--- src/rtl/alu_seq_if.sv ---
// Nibble-entry ALU bus: operand/opcode strobe in, result and status out.
interface alu_seq_if #(
  parameter int W = 8
);
  logic [3:0]     Datain;
  logic           readNext;
  logic [2*W-1:0] Y;
  logic           busy;
  logic           done;
  logic           err;
  logic [2:0]     state;

  modport master (
    output Datain, readNext,
    input  Y, busy, done, err, state
  );

  modport slave (
    input  Datain, readNext,
    output Y, busy, done, err, state
  );
endinterface

--- src/rtl/alu_seq_unit.sv ---
// Sequential ALU: operands and opcode entered a nibble per button press,
// multi-cycle shift-add MUL and restoring DIV, result held until next press.
module alu_seq_unit #(
  parameter int W = 8
) (
  input logic      clk,
  input logic      reset,
  alu_seq_if.slave bus
);
  localparam int NW = (W / 4 > 1) ? $clog2(W / 4) : 1;
  localparam int CW = $clog2(W);
  localparam logic [NW-1:0] NLAST = NW'(W / 4 - 1);
  localparam logic [NW-1:0] NONE  = NW'(1);
  localparam logic [CW-1:0] CLAST = CW'(W - 1);
  localparam logic [CW-1:0] CONE  = CW'(1);

  typedef enum logic [2:0] {
    LOAD_A  = 3'd0,
    LOAD_B  = 3'd1,
    LOAD_OP = 3'd2,
    EXEC    = 3'd3,
    DONE    = 3'd4
  } state_t;

  state_t         st;
  logic           rn_q;
  logic [W-1:0]   a;
  logic [W-1:0]   b;
  logic [3:0]     op;
  logic [NW-1:0]  nib;
  logic [CW-1:0]  cnt;
  logic [2*W-1:0] p;
  logic [2*W-1:0] y;
  logic           busy;
  logic           done;
  logic           err;

  logic           press;
  logic [W+3:0]   a_cat;
  logic [W+3:0]   b_cat;
  logic [2*W-1:0] res;
  logic           res_err;
  logic           multi;
  logic [W:0]     msum;
  logic [W:0]     dsh;
  logic [W:0]     ddif;
  logic [2*W-1:0] p_nx;

  assign press = bus.readNext & ~rn_q;
  assign a_cat = {a, bus.Datain};
  assign b_cat = {b, bus.Datain};
  assign multi = (op == 4'd3) | ((op == 4'd4) & (b != '0));

  always_comb begin
    res     = '0;
    res_err = 1'b0;
    case (op)
      4'd0: res[2:0] = {a > b, a == b, a < b};
      4'd1: res[W:0] = {1'b0, a} + {1'b0, b};
      4'd2: res[W:0] = {1'b0, a} - {1'b0, b};
      4'd3: ;
      // only reached with b == 0; nonzero divisors iterate
      4'd4: begin
        res     = {a, {W{1'b1}}};
        res_err = 1'b1;
      end
      4'd5: res[W-1:0] = a & b;
      4'd6: res[W-1:0] = a | b;
      4'd7: res[W-1:0] = a ^ b;
      default: res_err = 1'b1;
    endcase
  end

  // p is {hi, lo}: product accumulator for MUL, {remainder, quotient} for DIV
  always_comb begin
    msum = {1'b0, p[2*W-1:W]} + (p[0] ? {1'b0, a} : '0);
    dsh  = {p[2*W-1:W], p[W-1]};
    ddif = dsh - {1'b0, b};
    if (op == 4'd3)
      p_nx = {msum, p[W-1:1]};
    else if (ddif[W])
      p_nx = {dsh[W-1:0], p[W-2:0], 1'b0};
    else
      p_nx = {ddif[W-1:0], p[W-2:0], 1'b1};
  end

  always_ff @(posedge clk) begin
    if (reset) begin
      st   <= LOAD_A;
      rn_q <= 1'b1;
      a    <= '0;
      b    <= '0;
      op   <= '0;
      nib  <= '0;
      cnt  <= '0;
      p    <= '0;
      y    <= '0;
      busy <= 1'b0;
      done <= 1'b0;
      err  <= 1'b0;
    end else begin
      rn_q <= bus.readNext;
      case (st)
        LOAD_A: if (press) begin
          a <= a_cat[W-1:0];
          if (nib == NLAST) begin
            nib <= '0;
            st  <= LOAD_B;
          end else begin
            nib <= nib + NONE;
          end
        end
        LOAD_B: if (press) begin
          b <= b_cat[W-1:0];
          if (nib == NLAST) begin
            nib <= '0;
            st  <= LOAD_OP;
          end else begin
            nib <= nib + NONE;
          end
        end
        LOAD_OP: if (press) begin
          op <= bus.Datain;
          st <= EXEC;
        end
        EXEC: begin
          if (busy) begin
            p <= p_nx;
            if (cnt == CLAST) begin
              cnt  <= '0;
              busy <= 1'b0;
              y    <= p_nx;
              done <= 1'b1;
              st   <= DONE;
            end else begin
              cnt <= cnt + CONE;
            end
          end else if (multi) begin
            busy <= 1'b1;
            p    <= {{W{1'b0}}, (op == 4'd3) ? b : a};
          end else begin
            y    <= res;
            err  <= res_err;
            done <= 1'b1;
            st   <= DONE;
          end
        end
        DONE: if (press) begin
          done <= 1'b0;
          err  <= 1'b0;
          a    <= a_cat[W-1:0];
          if (W == 4) begin
            st <= LOAD_B;
          end else begin
            nib <= NONE;
            st  <= LOAD_A;
          end
        end
        default: st <= LOAD_A;
      endcase
    end
  end

  assign bus.Y     = y;
  assign bus.busy  = busy;
  assign bus.done  = done;
  assign bus.err   = err;
  assign bus.state = st;
endmodule

--- src/flat_wrapper.sv ---
// flat-port wrapper written by rule: the top's interface ports become plain ports
module alu_seq_unit_flat 
#(
  parameter int W = 8
)
  (clk, reset, bus_Datain, bus_readNext, bus_Y, bus_busy, bus_done, bus_err, bus_state);
  alu_seq_if #(.W(W)) bus_i ();
  input logic clk;
  input logic reset;
  input wire logic [$bits(bus_i.Datain)-1:0] bus_Datain;
  input wire logic [$bits(bus_i.readNext)-1:0] bus_readNext;
  output wire logic [$bits(bus_i.Y)-1:0] bus_Y;
  output wire logic [$bits(bus_i.busy)-1:0] bus_busy;
  output wire logic [$bits(bus_i.done)-1:0] bus_done;
  output wire logic [$bits(bus_i.err)-1:0] bus_err;
  output wire logic [$bits(bus_i.state)-1:0] bus_state;
  assign bus_i.Datain = bus_Datain;
  assign bus_i.readNext = bus_readNext;
  assign bus_Y = bus_i.Y;
  assign bus_busy = bus_i.busy;
  assign bus_done = bus_i.done;
  assign bus_err = bus_i.err;
  assign bus_state = bus_i.state;
  alu_seq_unit #(.W(W)) u_core (.clk(clk), .reset(reset), .bus(bus_i));
endmodule
--- config.mk ---
export PLATFORM = sky130hd
export DESIGN_NAME = alu_seq_unit_flat
export DESIGN_NICKNAME = d
export VERILOG_FILES = /design/src/rtl/alu_seq_if.sv /design/src/rtl/alu_seq_unit.sv /design/src/flat_wrapper.sv
export SDC_FILE = /design/constraint.sdc
export NUM_CORES = 1
export LEC_CHECK = 0
export ABC_AREA = 1
export CAP_MARGIN = 20
export CORE_MARGIN = 5
export CORE_UTILIZATION = 54
export CTS_BUF_LIST = sky130_fd_sc_hd__clkbuf_16
export DETAILED_ROUTE_END_ITERATION = 6
export PLACE_DENSITY = 0.73
export SETUP_SLACK_MARGIN = 0.4
export SLEW_MARGIN = 20
export SYNTH_ARGS = -nofsm -noshare
export SYNTH_HDL_FRONTEND = slang
export SYNTH_SLANG_ARGS = --single-unit
--- constraint.sdc ---
create_clock -name clk -period 2.5 [get_ports clk]
set_input_delay 0.5 -clock clk [delete_from_list [all_inputs] [get_ports clk]]
set_output_delay 0.5 -clock clk [all_outputs]
set_load 0.005 [all_outputs]
# After elaboration in Yosys (flattened, before gate mapping)
# Cells that the tools add are included.
# W data, S select, Z words.
totals:
  output_inout_bits: 22
  wordCells: 112
  input_bits: 7
  regBits: 63
classes:
  mux: 40
  n_eq_ne: 26
  order_cmp: 2
  bitwise_logic: 7
  add_sub_neg: 6
  reduce_logical: 19
ops:
  columns: ["operator", "count"]
  rows:
  - ["$mux W16", 7]
  - ["$mux W3", 10]
  - ["$pmux W5 S6", 1]
  - ["$pmux W3 S7", 1]
  - ["$eq A4 B3 Y1 const B", 4]
  - ["$mux W8", 2]
  - ["$ne A2 B1 Y1 const B", 8]
  - ["$pmux W3 S5", 1]
  - ["$mux W1", 13]
  - ["$reduce_and A2 Y1", 5]
  - ["$add A8 B8 Y9", 1]
  - ["$add A8 B9 Y9", 1]
  - ["$sub A8 B8 Y9", 1]
  - ["$sub A9 B8 Y9", 1]
  - ["$and A8 B8 Y8", 1]
  - ["$eq A4 B2 Y1 const B", 2]
  - ["$eq A8 B8 Y1", 1]
  - ["$gt A8 B8 Y1", 1]
  - ["$lt A8 B8 Y1", 1]
  - ["$or A8 B8 Y8", 1]
  - ["$reduce_and A4 Y1", 2]
  - ["$reduce_and A8 Y1", 1]
  - ["$reduce_bool A8 Y1", 1]
  - ["$xor A8 B8 Y8", 1]
  - ["21 further kinds", 32]

# Longest topological paths before layout
# Gate-level depths: netlist of run 1.
depth:
  depth_word: 6
  mapped_depth: 16

# Worst setup path after synthesis of run 1
# Ideal clock, no wire load.
synth_timing:
  path_type: "register -> register"
  start: "register u_core.p[0]"
  end: "register u_core.p[11]"
  path_slack_ns: 0.472
  arrival_ns: 1.958
  period_less_slack_ns: 2.028
  path_buffers: 1
  stages_incl_launch_ff: 15
  cell_sequence: "dfxtp_1 clkbuf_1 nand2_1 inv_1 ha_1 inv_1 fa_1 inv_1 nand2_1 a21oi_1 nor3_1 nand3b_1 nand2_1 nand3_1 a21oi_1"
synth_via:
  elab_chain_cells: 4
synth_rtl:
  columns: ["item", "line", "text"]
  rows:
  - ["start: declaration", "alu_seq_unit.sv:32", "logic [2*W-1:0] p;"]
  - ["start signal: assignment", "alu_seq_unit.sv:128", "p <= p_nx;"]
  - ["start signal: assignment", "alu_seq_unit.sv:140", "p <= {{W{1'b0}}, (op == 4'd3) ? b : a};"]
  - ["$mux W8", "alu_seq_unit.sv:76", "msum = {1'b0, p[2*W-1:W]} + (p[0] ? {1'b0, a} : '0);"]
  - ["$add A8 B9 Y9", "alu_seq_unit.sv:76", null]
  - ["$mux W16", "alu_seq_unit.sv:79", "if (op == 4'd3)"]
  - ["$mux W16", "alu_seq_unit.sv:127", "if (busy) begin"]
# Every way passes these cells.
# A chain may end at the register's enable or synchronous reset.

# Worst setup path after layout of run 1
layout_timing:
  start: "register u_core.b[7]"
  end: "register u_core.p[10]"
layout_via:
  elab_chain_cells: 5
  elab_cells_between_ends: 9
layout_rtl:
  columns: ["item", "line", "text"]
  rows:
  - ["start: declaration", "alu_seq_unit.sv:28", "logic [W-1:0] b;"]
  - ["start signal: assignment", "alu_seq_unit.sv:114", "b <= b_cat[W-1:0];"]
  - ["parallel branches: the longest is 5 deep, another holds $sub A9 B8 Y9", null, null]
# Parallel ways; which one is timed is not known.

==> results by group, run 1 <==
Logic synthesis
  – Synth area leaders: dfxtp_1 25%, nand2_1 11%, ha_1 11%
  – Number of synthesized flops with an enable pin: 0
  – Syn Area/Cell: 6.45 sq um
  – Mapped Cells: 771
  – Synthesis-stage register bit count: 63
  – Synth Warn #: 0
  – Share of the synthesized area in the top cell type: 0.253
  – Primary FF master, synth: dfxtp_1
  – Leading area contributor after synthesis: dfxtp_1
  – Share of flip-flops with an asynchronous set or reset: 0
  – Synth unique cells: 41
  – Cell Area, Synth: 4980 sq um
  – Sequential area share after synthesis: 0.253
  – Mapped Nets: 826

Worst setup path
  – CP Capture Type: flip-flop
  – Crit path max-delay cell type: dfxtp_2
  – CP bufs+invs: 2
  – CP Data Arrival Time: 2.31 ns
  – Register-to-register setup slack: 0.45 ns
  – FF-to-FF Start: u_core.b[7]$_SDFFE_PP0P_
  – Family with the most delay on the worst path: simple AND/OR/NAND/NOR gates
  – Critical Path Fanout Max: 8
  – FF-to-FF path depth: 13
  – CP peak stage delay: 0.39 ns
  – Worst path cell trace: clkinvlp_4 > ha_4 > nand2_1 > inv_1 > a21oi_4 > nand2_4 > nand2_4 > nand2_8 > nand2_1 > nand3_2 > nand2_2 > nand3_2 > a21oi_2
  – Worst flop-to-flop path endpoint: u_core.p[10]$_SDFFE_PP0P_
  – Crit Path Class: reg -> reg
  – CP Launch Type: flip-flop
  – Req. time, crit path: 2.77 ns

Power and ir drop
  – Static Leak: 2.81 nW
  – Pwr dens: 425 nW/um^2
  – Maximum VDD drop: 0.417 mV
  – Power Total: 0.00263 W

STA
  – Max-slew violations: 0
  – Setup tns final: 0 ns
  – RSZ-0062 raised after global routing: true
  – Layout Skew: 0.00689 ns
  – Period minus WS final: 2.05 ns
  – Worst-Margin Slew: 0.646 ns
  – Fmax: 0.489 GHz
  – Worst slew margin relative to its limit: 0.569
  – Hold Fails Final Rpt: 0
  – Final setup viols: 0
  – Period utilization: 0.818

Floorplan
  – Site Rows: 35
  – Vert. Die Dim: 106 um
  – Initial Utilization: 0.546
  – Core area: 9110 sq um
  – # IOs: 29
  – DIE WIDTH: 106 um
  – Die area: 11200 sq um

Global route
  – Vias in the first global route: 5378
  – GRT overflow: 0
  – Pin count of the biggest net entering global routing: 48
  – Grt peak-use layer: met2
  – GR Util met3: 0.0389
  – Antenna violations before repair: 0
  – Met2 Use GR: 0.482
  – Global-route met1 utilization: 0.386
  – First-pass GRT wire length: 26.3 mm
  – Gr usage total: 0.291

Route
  – DRT antenna net count: 0
  – Residual DRC count: 0
  – Vias per inst: 5.94
  – Post-Route WL: 16.9 mm
  – TritonRoute pass-1 iters: 6
  – Drt wl/cell: 18.1 um
  – DR iter-0 viols: 631
  – Vias: 5549

CTS
  – Skew-Pair Late Insertion Delay: 0.33 ns
  – Root Driver: clkbuf_16
  – CTS sink count: 63
  – H-tree levels: 3
  – Num CTS Buffers: 9
  – Max clock buf depth: 2
  – Reg clk slew, reported paths: 0.06 ns
  – CTS tree: done

Status
  – Status: finished clean

Final layout
  – Ant diodes: 0
  – Area growth syn-to-layout: 24.4%
  – Commonest non-fill, non-tap cell in the layout: nand2_1
  – Footprint of the multi-input gates: 3510 sq um
  – Fillers: 806
  – FF/Latch Area: 1280 sq um
  – Most frequent cells in the layout: 137 x nand2_1, 96 x inv_1, 82 x o21ai_0
  – Fraction of layout cells with a size suffix above 1: 0.182
  – Final #Nets: 873

Min path
  – Hold worst-path end: u_core.bus.err$_SDFFE_PP0P_
  – Worst Hold Class: reg -> reg
  – Worst Hold Launch: u_core.bus.err$_SDFFE_PP0P_
  – Worst hold path depth: 2

Placed design
  – HPWL Detailed: 12.2 mm
  – I/O Buffers: 28
  – Final Wtd Congestion: 0.933

Flow run
  – Number of max-cap violations: 0
## through the flow
stage	instances	instance area [sq um]	util	worst slack, ns	hold slack, ns
6_report	934	6190	0.680	0.455	0.468
5_1_grt	934	6190	0.680	0.325	0.505
4_1_cts	922	5720	0.628	0.369	0.469
3_5_place_dp	905	5370	0.590	0.230	0.458
3_3_place_gp	905	5370	0.590	0.273	0.454
2_1_floorplan	771	4980	-	0.472	0.426
## timing repair
| action | CTS | global route |
|---|---|---|
| pin swaps | 3 | 24 |
| gates cloned | 0 | 1 |
| setup buffers | 1 | 11 |
| endpoints found under the setup margin | 23 | 26 |
| resized for setup | 12 | 87 |
| hold buffers | 0 | 0 |
## worst min-delay path, stage by stage (launching register included)
cell and delay (ns):
dfxtp_1 0.31, nand2_1 0.06, a21oi_1 0.06
## report_power, final
part / total (W) / internal, W / switching [W] / leakage (nW)
logic: 0.000251 / 0.0000924 / 0.000159 / 2.15
clock network: 0.00135 / 0.000864 / 0.000486 / 0.147
registers: 0.00103 / 0.00101 / 0.0000141 / 0.514
total: 0.00263 / 0.00197 / 0.000659 / 2.81
## final cells by class
class,instances,share of cell area
inverter,113,0.0699
timing repair buffer,58,0.0843
tap,111,0.0224
sequential,63,0.207
clock inverter,7,0.0141
clock buffer,9,0.0364
multi-input combinational,573,0.566
## synth_stat cells (all sizes together), types with 3 or more instances
cell type  instances
a211oi             3
a21oi             81
buf               15
clkbuf             8
dfxtp             63
fa                 4
ha                44
inv              112
nand2            156
nand3             66
nand3b             4
nand4             13
nor2              84
nor3               5
o211ai             4
o21ai             86
o21bai             4
o22ai              4
or3                4
## worst max-delay path by stage
| stage | start | end | slack, ns | cells past startpoint |
|---|---|---|---|---|
| finish | u_core.b[7]$_SDFFE_PP0P_ | u_core.p[10]$_SDFFE_PP0P_ | 0.45 | 13 |
| global placement | u_core.b[0]$_SDFFE_PP0P_ | u_core.p[14]$_SDFFE_PP0P_ | 0.27 | 14 |
| detailed placement | u_core.b[0]$_SDFFE_PP0P_ | u_core.bus.Y[8]$_SDFFE_PP0P_ | 0.23 | 15 |
| floorplan | u_core.p[0]$_SDFFE_PP0P_ | u_core.p[11]$_SDFFE_PP0P_ | 0.47 | 14 |
| CTS | u_core.b[2]$_SDFFE_PP0P_ | u_core.bus.Y[0]$_SDFFE_PP0P_ | 0.37 | 12 |
| global route | u_core.a[1]$_SDFFE_PP0P_ | u_core.p[12]$_SDFFE_PP0P_ | 0.33 | 13 |
## registers in the layout (all words and copies together), names as in the netlist, 3 cells and up
name              cells
u_core.a              8
u_core.bus.Y         16
u_core.op             4
u_core.b              8
u_core.bus.state      3
u_core.cnt            3
u_core.p             16
## per-layer routing
metal | up-vias | part of all wire
met2 | 271 | 0.46
met1 | 2581 | 0.43
met3 | 54 | 0.080
li1 | 2643 | -
met4 | 0 | 0.036
met5 | - | 0
## kinds of logic (layout without fill, tap and decap cells)
kind of cell / Yosys count / count (layout) / synth area share
AOI/OAI and AO/OA: 188 / 188 / 0.203
buffers and inverters: 136 / 187 / 0.117
and+or+nand+nor: 334 / 335 / 0.296
xor gates and xnor gates: 2 / 2 / 0.00352
adders and majority gates: 48 / 48 / 0.127
DFF: 63 / 63 / 0.253
(Power assumes the default switching activity.)
==> run 2, diff against run 1 <==
==> constraint.sdc (replaced) <==
create_clock -name clk -period 2.1 [get_ports clk]
set_input_delay 0.42 -clock clk [delete_from_list [all_inputs] [get_ports clk]]
set_output_delay 0.42 -clock clk [all_outputs]
set_load 0.005 [all_outputs]
==> run 2 against run 1 <==
Register-to-register slack got worse by 0.43 ns. Combinational power increased by 55%. Clock power rose by 13%. Design area is 15% higher. Clock skew shrank 0.0013 ns. Sequential cell count stayed put. Cell count up 6.7%. Die area did not move. Non-clock buffer count up 61. Clock-buffer cell count is the same. Worst setup slack worse by 0.43 ns. Critical path type unchanged.
==> results by group, run 2 (same netlist as run 1, synthesis figures left out) <==
Global route
  – Pin count of the biggest net entering global routing: 40
  – GRT overflow: 0
  – Antenna violations before repair: 0
  – Vias in the first global route: 5483
  – First-pass GRT wire length: 27.9 mm
  – Gr usage total: 0.310

Placed design
  – Dpl ws: 0.0195 ns
  – Placed Cells: 934
  – Final Wtd Congestion: 0.970
  – I/O Buffers: 28
  – HPWL Detailed: 12.8 mm

STA
  – Period minus WS final: 2.07 ns
  – RSZ-0062 raised after global routing: true
  – Setup tns final: 0 ns
  – Period utilization: 0.987
  – Final setup viols: 0
  – Layout Skew: 0.00561 ns
  – Worst slew margin relative to its limit: 0.668
  – Fmax: 0.483 GHz
  – Max-slew violations: 0
  – PnR worst setup slack: 0.0276 ns
  – Worst-Margin Slew: 0.493 ns
  – Hold Fails Final Rpt: 0

Worst setup path
  – Crit path max-delay cell type: fa_2
  – Req. time, crit path: 2.36 ns
  – CP Data Arrival Time: 2.33 ns
  – Critical Path Fanout Max: 8
  – CP dominant cell by count: nand3_2
  – CP Launch Type: flip-flop
  – Worst path cell trace: inv_4 > ha_4 > inv_4 > fa_2 > nand3_2 > nand3_2 > nand2_4 > nand2_4 > nand2_8 > nand2_8 > nand2_2 > nand3_2 > nand2_2 > nand3_2 > a21oi_1
  – Crit Path Class: reg -> reg
  – CP Capture Type: flip-flop
  – CP peak stage delay: 0.37 ns

Final layout
  – Fraction of layout cells with a size suffix above 1: 0.323
  – Area growth syn-to-layout: 42.7%
  – Finished Layout Cells: 997
  – Commonest non-fill, non-tap cell in the layout: nand2_1
  – Util after Layout: 0.780
  – Final #Nets: 936
  – Ant diodes: 0
  – Fillers: 633
  – Most frequent cells in the layout: 120 x nand2_1, 84 x inv_1, 75 x buf_4

Floorplan
  – Core area: 9110 sq um
  – Initial Utilization: 0.546
  – Die area: 11200 sq um
  – Site Rows: 35
  – DIE WIDTH: 106 um
  – # IOs: 29
  – Vert. Die Dim: 106 um

Route
  – Drt wl/cell: 19.3 um
  – Vias per inst: 6.08
  – Vias: 6060
  – DRT antenna net count: 0
  – DR iter-0 viols: 865
  – TritonRoute pass-1 iters: 7
  – Post-Route WL: 19.2 mm
  – Residual DRC count: 0

CTS
  – CTS sink count: 63
  – H-tree levels: 3
  – Max clock buf depth: 2
  – Hold Buf Count CTS: 0
  – Reg clk slew, reported paths: 0.06 ns
  – Num CTS Buffers: 9
  – Skew-Pair Late Insertion Delay: 0.33 ns
  – CTS tree: done
  – Root Driver: clkbuf_16

Status
  – Status: finished clean

Power and ir drop
  – Static Leak: 3.27 nW
  – Pwr dens: 440 nW/um^2
  – Maximum VDD drop: 0.436 mV

Min path
  – Worst Hold Class: reg -> reg

Flow run
  – Number of max-cap violations: 0
[run 2: changes by cell type in the layout (fill, tap and decap cells not counted), moves of 9 or more]
cell | previous run | this run
buf_4 | 28 | 75
dfxtp_1 | 53 | 44
inv_1 | 96 | 84
nand2_1 | 137 | 120
nand2_2 | 11 | 24
nand3_1 | 52 | 38
nand3_2 | 12 | 25
o21ai_0 | 82 | 69
[run 2: timing repair]
action	CTS	global route
endpoints found under the setup margin	38	37
gates cloned	0	5
gates resized for setup	75	116
buffers inserted	7	35
pin swaps	22	39
[run 2: layout make-up]
class / instances / area [sq um] / area share
clock buffer: 9 / 225 / 0.0317
clock inverter: 7 / 71.3 / 0.0100
inverter: 113 / 454 / 0.0639
multi-input combinational: 574 / 3790 / 0.534
sequential: 63 / 1290 / 0.182
tap: 111 / 139 / 0.0196
timing repair buffer: 119 / 1120 / 0.157
timing repair inverter: 1 / 8.76 / 0.00123
[run 2: path summary, 6_finish.rpt]
check | from | slack (ns) | cells past startpoint | end
worst max-delay path | u_core.p[7]$_SDFFE_PP0P_ | 0.03 | 15 | u_core.p[12]$_SDFFE_PP0P_
worst min-delay path | u_core.cnt[1]$_SDFFE_PP0P_ | 0.48 | 2 | u_core.cnt[1]$_SDFFE_PP0P_
worst max register to register | u_core.p[7]$_SDFFE_PP0P_ | 0.03 | 15 | u_core.p[12]$_SDFFE_PP0P_
worst min register to register | u_core.cnt[1]$_SDFFE_PP0P_ | 0.48 | 2 | u_core.cnt[1]$_SDFFE_PP0P_
[run 2: power by group]
part	total [W]	switching [W]	internal, W
Combinational	0.000390	0.000236	0.000154
Sequential	0.00122	0.00000993	0.00121
Clock	0.00152	0.000600	0.000921
Total	0.00313	0.000846	0.00228
[run 2: stage by stage]
stage               power [W]  area [sq um]  hold WS [ns]
detailed placement    0.00156          5730         0.455
finish                0.00313          7100         0.476
floorplan             0.00142          5090         0.426
global placement      0.00156          5730         0.453
global route          0.00320          7100         0.504
CTS                   0.00307          6360         0.470
[run 2: worst max-delay path, delay by kind of cell, from the launching register on]
family / cells / cell delay (ns)
and+or+nand+nor: 10 / 0.89
AOI/OAI and AO/OA: 1 / 0.15
DFF: 1 / 0.33
buffers and inverters: 2 / 0.11
adders and majority gates: 2 / 0.51
[run 2: routing by layer]
metal	part of all wire	GRT usage	routed length, um
met5	0	0	0
met4	0.047	0.105	910
met3	0.095	0.0498	1820
met2	0.46	0.511	8820
met1	0.40	0.412	7680
==> patch 1: new RTL, settings of run 1 <==
Remove the case item `4'd2` of the case on `op`.
--- a/src/rtl/alu_seq_unit.sv
+++ b/src/rtl/alu_seq_unit.sv
@@ -57,7 +57,6 @@
     case (op)
       4'd0: res[2:0] = {a > b, a == b, a < b};
       4'd1: res[W:0] = {1'b0, a} + {1'b0, b};
-      4'd2: res[W:0] = {1'b0, a} - {1'b0, b};
       4'd3: ;
       // only reached with b == 0; nonzero divisors iterate
       4'd4: begin
Formal check against the unedited RTL: no difference found for any inputs over 10 cycles, from zero or initial values and one cycle with reset high; that may be too few to reach the edited logic, so the function may still have changed.
==> patch 1 against run 1 <==
  * Wire length is 14% lower
  * Worst setup slack better by 0.032 ns
  * Via count is 9.8% lower
  * Sequential share of layout area is 1.9 points higher
  * Sequential power hardly changed
  * Power is 5.8% lower
  * Cell area is 8.5% lower
  * Sequential cell count stayed put
  * Combinational power is 25% lower
  * Area after synthesis is 5.5% lower
  * Die area is 5.0% lower
==> patch 1: results (changes against run 1) <==
area_share_nonclk_buffers: 0.08125  # -0.003005
syn2layout_area_growth_pct: 20.55
ir_drop_v: 0.0004853  # +16%
track_usage: 0.2772  # -0.01395
clk_share: 0.05233  # +0.001814
wirelength_um: 14490  # -14%
syn_nets: 759  # -8.1%
critPathMaxFanout: 20  # +12
dp_slack_ns: 0.2463  # +0.01594 ns
netlist_top_cells_count: "nand2_1 (131), inv_1 (93), a21oi_1 (84)"
hpwl_um: 10340  # -15%
place_congestion: 1.002  # +7.5%
cp_top_family: "compound AO/OA/AOI/OAI gates"
r2r_setup_slack_ns: 0.49  # +0.03 ns
fillers: 774  # -4.0%
grt_pass1_wl_um: 23220  # -12%
leakage_nw: 2.646  # -6.0%
grt_pass1_vias: 4788  # -11%
fmaxAchievable_ghz: 0.4966  # +1.6%
drive_gt1_frac: 0.1571  # -0.02514
wl_met3_um: 963  # -29%
vias: 5004  # -9.8%
dp.cells: 838  # -7.4%
holdWs_ns: 0.4758  # +0.007572 ns
status: "finished clean"
cts_resized: 11  # -1
drt-initial-drc-count: 326  # -48%
syn_area_per_cell_um2: 6.649  # +3.0%
grt_max_degree: 49  # +2.1%
synthDistinctLibCells: 46  # +12%
cp_slowest_cell: "dfxtp_1"
wl_met2_um: 7030  # -9.4%
regArea_um2: 1277  # about the same
clock_skew_ns: 0.007608  # +0.0007165 ns
ys_seq_area_frac: 0.2683  # +0.01484
tightest_slew_ns: 0.7394  # +0.09316 ns
buffers: 52  # -10%
nMultiInputCombCells: 521  # -9.1%
multi_input_area_share: 0.5505  # -0.01592
[patch 1: power breakdown]
group / switching (mW) / internal (mW) / total, mW
Combinational: 0.120 / 0.0688 / 0.189
Sequential: 0.0124 / 1.01 / 1.03
Clock: 0.490 / 0.771 / 1.26
[patch 1: path summary, 6_finish.rpt]
check / from / to / depth (start not counted)
worst max-delay path: u_core.b[2] / u_core.bus.err / 9
worst min-delay path: u_core.bus.done / u_core.bus.done / 2
worst max register to register: u_core.b[2] / u_core.bus.err / 9
worst min register to register: u_core.bus.done / u_core.bus.done / 2
[patch 1: layer usage]
layer,vias up,track usage
met1,2318,0.3577
met5,-,0
met3,43,0.04628
met2,210,0.4598
met4,0,0.1145
li1,2433,-
[patch 1: kinds of logic after synthesis]
logic type	Yosys count
AOI/OAI and AO/OA	194
xor gates and xnor gates	3
adders and majority gates	45
buffers and inverters	123
DFF	63
and+or+nand+nor	279
==> patch 2: new RTL, flow settings as in run 1 <==
Made on the original files. `W` is set to 8 in 3 places; all go to 16.
--- a/src/rtl/alu_seq_if.sv
+++ b/src/rtl/alu_seq_if.sv
@@ -1,6 +1,6 @@
 // Nibble-entry ALU bus: operand/opcode strobe in, result and status out.
 interface alu_seq_if #(
-  parameter int W = 8
+  parameter int W = 16
 );
   logic [3:0]     Datain;
   logic           readNext;
--- a/src/rtl/alu_seq_unit.sv
+++ b/src/rtl/alu_seq_unit.sv
@@ -1,7 +1,7 @@
 // Sequential ALU: operands and opcode entered a nibble per button press,
 // multi-cycle shift-add MUL and restoring DIV, result held until next press.
 module alu_seq_unit #(
-  parameter int W = 8
+  parameter int W = 16
 ) (
   input logic      clk,
   input logic      reset,
--- a/src/flat_wrapper.sv
+++ b/src/flat_wrapper.sv
@@ -1,7 +1,7 @@
 // flat-port wrapper written by rule: the top's interface ports become plain ports
 module alu_seq_unit_flat 
 #(
-  parameter int W = 8
+  parameter int W = 16
 )
   (clk, reset, bus_Datain, bus_readNext, bus_Y, bus_busy, bus_done, bus_err, bus_state);
   alu_seq_if #(.W(W)) bus_i ();
Ports: changed (resized bus_Y); port bits go from 29 to 45. No check against the original RTL was run, so the function may have changed too.
==> patch 2 against run 1 <==
  * Power rose by 92%
  * Area after synthesis is 97% higher
  * Die area increased by 86%
  * Worst setup slack got worse by 0.29 ns
  * Final cell count up 110%
  * Sequential share of layout area is 3.1 points lower
  * Cell area rose by 110%
  * Wire length is 130% higher
  * Sequential cell count rose by 50
  * Critical path type unchanged
==> patch 2: results (changes against run 1) <==
status: "finished clean"
clock_skew_ns: 0.008542  # +0.001650 ns
worstHoldStart: "u_core.bus.done"
ir_drop_v: 0.0006975  # +67%
r2r_setup_slack_ns: 0.16  # -0.29 ns
wirelength_um: 38300  # +130%
leakage_nw: 6.110  # +120%
grt_pass1_vias: 10680  # +99%
cts_resized: 140  # +128
ys_seq_area_frac: 0.2309  # -0.02258
syn_nets: 1692  # +100%
drive_gt1_frac: 0.2610  # +0.07874
vias: 11880  # +110%
synth_area_leaders: "dfxtp_1 (23%), nand2_1 (13%), ha_1 (11%)"
timing.rr.end: "u_core.p[16]"
cts-htree-levels: 4  # +1
hold-path-endpoint: "u_core.bus.done"
cp.arrival_ns: 2.70  # +0.39 ns
track_usage: 0.3414  # +0.05025
use_met3: 0.08478  # +0.04593
slew_headroom: 0.5413  # -0.02747
grt_max_degree: 49  # +2.1%
cp_slowest_cell: "dfxtp_1"
grt_util_met1: 0.4630  # +0.07666
numCtsBuffers: 17  # +8
==> patch 2: worst register-to-register path: stages (launching register included) <==
cell     delay (ns)
dfxtp_1        0.52
ha_4           0.29
nand2_1        0.07
nand2_1        0.09
nand2_1        0.07
nand2_1        0.08
a21oi_4        0.14
buf_12         0.15
nand3_4        0.18
nand2_8        0.18
nand2_1        0.09
nand3_2        0.12
nand3_4        0.13
a21oi_2        0.17
==> patch 2: power by group <==
group          internal, mW  switching, mW  total, mW
Sequential             1.81         0.0118       1.83
Combinational         0.245          0.422      0.667
Clock                  1.58          0.988       2.56
==> patch 2: final cells by class <==
cell class | instances | share of cell area
Timing Repair Buffer | 139 | 0.09659
Multi-Input combinational cell | 1204 | 0.5927
Sequential cell | 113 | 0.1760
Clock buffer | 17 | 0.03261
Tap cell | 229 | 0.02196
Timing Repair inverter | 1 | 0.0003837
Inverter | 217 | 0.06589
Clock inverter | 14 | 0.01381
==> patch 2: stage by stage <==
stage | worst slack, ns | utilization | power, mW
5_1_grt | 0.1245 | 0.7287 | 5.190
3_5_place_dp | 0.0003537 | 0.6039 | 2.414
4_1_cts | 0.3077 | 0.6786 | 4.959
3_3_place_gp | 0.03003 | 0.6039 | 2.408
2_1_floorplan | 0.4045 | - | 2.206
6_report | 0.1601 | 0.7287 | 5.058
==> patch 2: layer usage <==
metal,share of wire,vias up
met2,0.43,772
met3,0.11,183
met1,0.40,5437
met5,0,-
met4,0.058,0
li1,-,5486
==> patch 2: cell families after synthesis <==
kind of cell,Yosys count,share of synthesized area
AO/OA/AOI/OAI,407,0.2196
XOR/XNOR,7,0.006257
adder cells (fa/ha/maj),90,0.1180
buffers and inverters,282,0.1139
flip-flops,113,0.2309
AND/OR/NAND/NOR,696,0.3113
